<file path="config.mk">
export PLATFORM = sky130hd
export DESIGN_NAME = controller_poller
export DESIGN_NICKNAME = d
export VERILOG_FILES = /design/src/rtl/controller_poller.sv
export SDC_FILE = /design/constraint.sdc
export NUM_CORES = 1
export LEC_CHECK = 0
export CORE_ASPECT_RATIO = 1.2
export CORE_MARGIN = 3
export CORE_UTILIZATION = 49
export CTS_CLUSTER_SIZE = 40
export DETAILED_ROUTE_END_ITERATION = 7
export GPL_ROUTABILITY_DRIVEN = 1
export PLACE_DENSITY = 0.83
export SYNTH_ARGS = -nofsm -noshare
export SYNTH_HDL_FRONTEND = slang
export SYNTH_SLANG_ARGS = --single-unit
</file>
<file path="constraint.sdc">
create_clock -name clock -period 1.6 [get_ports clock]
set_input_delay 0.16 -clock clock [delete_from_list [all_inputs] [get_ports clock]]
set_output_delay 0.16 -clock clock [all_outputs]
set_load 0.005 [all_outputs]
</file>
<file path="src/rtl/controller_poller.sv">
// Polls two NES-style shift-register controllers on a fixed period. It publishes
// per-frame button words and sticky "newly pressed" flags for the MMIO block.
module controller_poller #(
  parameter int CLK_DIV     = 4,
  parameter int NBITS       = 8,
  parameter int POLL_PERIOD = 200
) (
  input  logic             clock,
  input  logic             reset,
  input  logic             ctrl_data1,
  input  logic             ctrl_data2,
  input  logic             new_clear,
  output logic             ctrl_latch,
  output logic             ctrl_pulse,
  output logic [NBITS-1:0] p1_buttons,
  output logic [NBITS-1:0] p2_buttons,
  output logic [NBITS-1:0] p1_new,
  output logic [NBITS-1:0] p2_new,
  output logic             frame_valid,
  output logic [2:0]       state_dbg
);

  // There is no handshake. frame_valid is a one-cycle strobe that marks the
  // edge where the button words change. new_clear is a one-cycle strobe from
  // MMIO that is honoured on the edge that samples it.

  typedef enum logic [2:0] {
    IDLE     = 3'd0,
    LATCH    = 3'd1,
    WAIT0    = 3'd2,
    PULSE_HI = 3'd3,
    PULSE_LO = 3'd4,
    DONE     = 3'd5
  } state_t;

  localparam int PW  = (POLL_PERIOD > 1) ? $clog2(POLL_PERIOD) : 1;
  localparam int PHW = $clog2(2 * CLK_DIV);
  localparam int KW  = (NBITS > 1) ? $clog2(NBITS) : 1;

  localparam logic [PW-1:0]  POLL_LAST  = PW'(POLL_PERIOD - 1);
  localparam logic [PHW-1:0] HALF_LAST  = PHW'(CLK_DIV - 1);
  localparam logic [PHW-1:0] LATCH_LAST = PHW'(2 * CLK_DIV - 1);
  localparam logic [KW-1:0]  K_LAST     = KW'(NBITS - 1);

  state_t           state;
  logic [PW-1:0]    poll_cnt;
  logic [PHW-1:0]   ph;
  logic [KW-1:0]    k;
  logic [NBITS-1:0] sh1;
  logic [NBITS-1:0] sh2;
  logic [1:0]       sync1;
  logic [1:0]       sync2;
  logic             bit1;
  logic             bit2;
  logic [KW-1:0]    k_next;

  assign state_dbg = state;

  // The wires are active-low, so a pressed button samples as 1.
  assign bit1   = ~sync1[1];
  assign bit2   = ~sync2[1];
  assign k_next = k + 1'b1;

  always_ff @(posedge clock) begin
    if (reset) begin
      sync1 <= '0;
      sync2 <= '0;
    end else begin
      sync1 <= {sync1[0], ctrl_data1};
      sync2 <= {sync2[0], ctrl_data2};
    end
  end

  always_ff @(posedge clock) begin
    if (reset) begin
      state       <= IDLE;
      poll_cnt    <= '0;
      ph          <= '0;
      k           <= '0;
      sh1         <= '0;
      sh2         <= '0;
      ctrl_latch  <= 1'b0;
      ctrl_pulse  <= 1'b0;
      p1_buttons  <= '0;
      p2_buttons  <= '0;
      p1_new      <= '0;
      p2_new      <= '0;
      frame_valid <= 1'b0;
    end else begin
      frame_valid <= 1'b0;
      // Poll counter free-runs in every state, so the LATCH period is exact.
      poll_cnt    <= (poll_cnt == POLL_LAST) ? '0 : poll_cnt + 1'b1;
      if (new_clear) begin
        p1_new <= '0;
        p2_new <= '0;
      end
      case (state)
        IDLE: begin
          if (poll_cnt == POLL_LAST) begin
            state      <= LATCH;
            ctrl_latch <= 1'b1;
            ph         <= '0;
          end
        end
        LATCH: begin
          if (ph == LATCH_LAST) begin
            ph         <= '0;
            ctrl_latch <= 1'b0;
            state      <= WAIT0;
          end else begin
            ph <= ph + 1'b1;
          end
        end
        WAIT0: begin
          if (ph == HALF_LAST) begin
            ph     <= '0;
            k      <= '0;
            sh1[0] <= bit1;
            sh2[0] <= bit2;
            if (NBITS == 1) begin
              state <= DONE;
            end else begin
              state      <= PULSE_HI;
              ctrl_pulse <= 1'b1;
            end
          end else begin
            ph <= ph + 1'b1;
          end
        end
        PULSE_HI: begin
          if (ph == HALF_LAST) begin
            ph         <= '0;
            ctrl_pulse <= 1'b0;
            state      <= PULSE_LO;
          end else begin
            ph <= ph + 1'b1;
          end
        end
        PULSE_LO: begin
          if (ph == HALF_LAST) begin
            ph          <= '0;
            k           <= k_next;
            sh1[k_next] <= bit1;
            sh2[k_next] <= bit2;
            if (k_next == K_LAST) begin
              state <= DONE;
            end else begin
              state      <= PULSE_HI;
              ctrl_pulse <= 1'b1;
            end
          end else begin
            ph <= ph + 1'b1;
          end
        end
        DONE: begin
          // A clear in this cycle drops old flags but keeps the bits set this frame.
          p1_buttons  <= sh1;
          p2_buttons  <= sh2;
          p1_new      <= (p1_new & ~{NBITS{new_clear}}) | (sh1 & ~p1_buttons);
          p2_new      <= (p2_new & ~{NBITS{new_clear}}) | (sh2 & ~p2_buttons);
          frame_valid <= 1'b1;
          state       <= IDLE;
        end
        default: state <= IDLE;
      endcase
    end
  end

endmodule

</file>
==> results.yml <==
sta:
  slew_headroom_pct: 66.0
  finalSetupViolations: 0
  period_share_pct: 97.6
  rsz0062_at_grt: "true"
  timing.final.max_slew_violations: 0
  tns_ns: 0
  max_freq_ghz: 0.640
  min_period_ns: 1.56
  fin_hold_ws_ns: 0.228
  hold_viol_final: 0
  worstMarginPinSlew_ns: 0.504
  fin_ws_ns: 0.0378
  finClkSkew_ns: 0.00937
pwr:
  power_switching_share_pct: 21.3
  power_frac_clock_pct: 45.1
  power_density_mw_per_mm2: 834
  p_leak_uw: 0.00144
  p_int_uw: 2710
  ir_drop_mv: 0.605
  power.switching_uw: 735
  p_seq_share_pct: 52.3
  combPwrFrac_pct: 2.6
  total_power_uw: 3440
floorplanning:
  io_pins: 43
  core_mm2: 0.00582
  start_util_pct: 52.2
  die_w_um: 77.9
  rows: 30
  die_area_mm2: 0.00718
  die_h_um: 92.3
route:
  num_vias: 2664
  drc: 0
  ant_nets: 0
  drtPass1Iterations: 4
  viasPerCell: 5.44
  wirelength_mm: 7.15
  post_drt_wl_per_cell_um: 14.6
  drt_iter0_markers: 196
synth:
  synth_fa_ha_area_share_pct: 2.88
  synth-edff-count: 0
  yosys_most_used_dff: "dfxtp_1"
  synth_compound_area_share_pct: 16.1
  syn_inst: 335
  synth_area_per_cell_um2: 9.07
  yosysWarnings: 0
  post_synth_and_or_nand_nor_area_fraction_pct: 25.6
  synthXorXnorAreaFrac_pct: 2.55
  yosysSeqAreaShare_pct: 47.4
  synthMuxAreaShare_pct: 1.32
  yosys.cell_types.count: 46
  syn_area_mm2: 0.00304
  ys_async_sr_fraction_pct: 0
  synth_nets: 347
  synth_top_family_by_area: "simple AND/OR/NAND/NOR gates"
  ys_ff_latch: 72
place:
  place_ws_ns: -0.0337
  post-dp-hpwl_mm: 4.77
  place_congestion: 0.801
  place_area_mm2: 0.00371
  portBuffers: 42
clock_network:
  clk_pin_slew_ns: 0.08
  cts_max_path_buffers: 2
  cts_tree: "yes"
  ctsRootBufferMaster: "clkbuf_8"
  numCtsBuffers: 9
  clkLatencyLatePin_ns: 0.34
  htree_num_levels: 3
  clock_sinks: 72
critical_path:
  crit_chain: "ha_4, ha_4, nand4bb_4, nor4_4, buf_4, nor2_2, a211oi_2"
  cp_num_buf_inv: 1
  crit_type: "register to register"
  max_stage_delay_ns: 0.36
  required_ns: 1.86
  end_kind: "register"
  cp_slowest_cell: "dfxtp_2"
  cpLargestDelayFamily: "simple AND/OR/NAND/NOR gates"
  crit_fanout: 5
  cpMostUsedCell: "ha_4"
  r2r_setup_slack_ns: 0.04
  worstSetupStartpointType: "register"
  arrival_ns: 1.83
finish:
  final_cell_mix: "65 x dfxtp_1, 44 x nand2_1, 41 x a21oi_1, 41 x clkdlybuf4s50_1, 31 x buf_4"
  nFillCells: 440
  syn_to_final_growth_pct: 35.9
  drive_gt1_share_pct: 22.0
  diodes: 0
  final_nets: 417
  fin_area_mm2: 0.00413
  final_common_cell: "dfxtp_1"
global_routing:
  gr-total-overflow: 0
  grt_max_degree: 33
  grt_pass1_vias: 2510
  grt_pass1_wl_mm: 11.4
  antenna_found_initial: 0
  grt.total_usage_pct: 19.9
run_status:
  status: "complete, no violations"
job:
  max-cap-violations: 0
min_path:
  hold_class: "primary input to register"
[worst paths after layout]
kind	start	endpoint	cells after the start
worst min-delay path	reset	frame_valid$_SDFF_PP0_	2
worst max-delay path	ph[0]$_SDFFE_PP0P_	sh2[3]$_SDFFE_PP0P_	7
worst max register to register	ph[0]$_SDFFE_PP0P_	sh2[3]$_SDFFE_PP0P_	7
worst min register to register	sync2[0]$_SDFF_PP0_	sync2[1]$_SDFF_PP0_	1
[state kept, by name, indices dropped and copies added (netlist names), 2 cells and up]
| register | flops |
|---|---|
| poll_cnt | 8 |
| p1_new | 8 |
| p2_new | 8 |
| sync2 | 2 |
| p2_buttons | 8 |
| sh1 | 8 |
| state_dbg | 3 |
| ph | 3 |
| sync1 | 2 |
| sh2 | 8 |
| p1_buttons | 8 |
| k | 3 |
[through the flow]
stage	utilization, %	std cells
after floorplan	-	335
after global placement	63.8	464
after detailed placement	63.8	464
after CTS	67.7	480
after global routing	70.9	490
final	70.9	490
[synth_stat cells, types with 2 or more instances]
cell	count	area [um2]
nor2b_1	8	50.1
a21oi_1	41	205
nand3b_1	16	120
nor3_1	2	10.0
buf_2	6	30.0
inv_1	9	33.8
nand3_1	12	60.1
or2_2	3	18.8
xnor2_1	2	17.5
and3_1	2	12.5
mux2i_1	4	40.0
dfxtp_1	72	1440
ha_1	7	87.6
nor2_1	24	90.1
a31oi_1	3	18.8
clkbuf_1	9	33.8
o21ai_0	7	35.0
a211oi_2	2	25.0
xor2_1	5	43.8
a221oi_1	2	17.5
buf_4	3	22.5
a311oi_1	5	43.8
nand2b_1	18	113
nand2_1	44	165
a211oi_1	8	60.1
[layout make-up]
class	count	area (um2)	area share, %
multi-input combinational	235	1610	39.0
clock inverter	5	81.3	1.97
clock buffer	11	131	3.18
inverter	10	40.0	0.970
sequential	72	1460	35.4
tap	80	100	2.42
timing repair buffer	77	702	17.0
[repair_timing]
action,in CTS,in global routing
setup endpoints to repair,15,30
gates resized for setup,8,24
gates cloned,0,0
buffers inserted,0,10
pin swaps,0,12
hold buffers,0,0
[power groups by stage]
| stage | clock network (uW) | logic [uW] | registers, uW |
|---|---|---|---|
| after floorplan | 0 | 53.1 | 1850 |
| after global placement | 0 | 85.2 | 1850 |
| after detailed placement | 0 | 87.3 | 1850 |
| after CTS | 1590 | 87.8 | 1810 |
| after global routing | 1660 | 99.4 | 1800 |
| final | 1550 | 89.0 | 1800 |
[layer usage]
metal  vias to the layer above  share of wire, %  GRT usage [%]
met5                         -                 0              0
met4                         0               1.5           8.46
met3                        11               4.5           4.81
met2                        73                53           35.1
met1                      1273                41           22.5
li1                       1307                 -              -
[worst register-to-register path: cells and delay by family (launching register included)]
kind	cells	cell delay (ns)
DFF	1	0.36
buffers and inverters	1	0.19
adders and majority gates	2	0.33
and+or+nand+nor	3	0.40
AOI/OAI and AO/OA	1	0.19
[kinds of logic after synthesis]
family                   Yosys count
AND/OR/NAND/NOR                  140
AO/OA/AOI/OAI                     76
flip-flops                        72
buffers and inverters             28
XOR/XNOR                           8
adder cells (fa/ha/maj)            7
multiplexers                       4
Note: power is estimated with default switching activity, not from simulation.
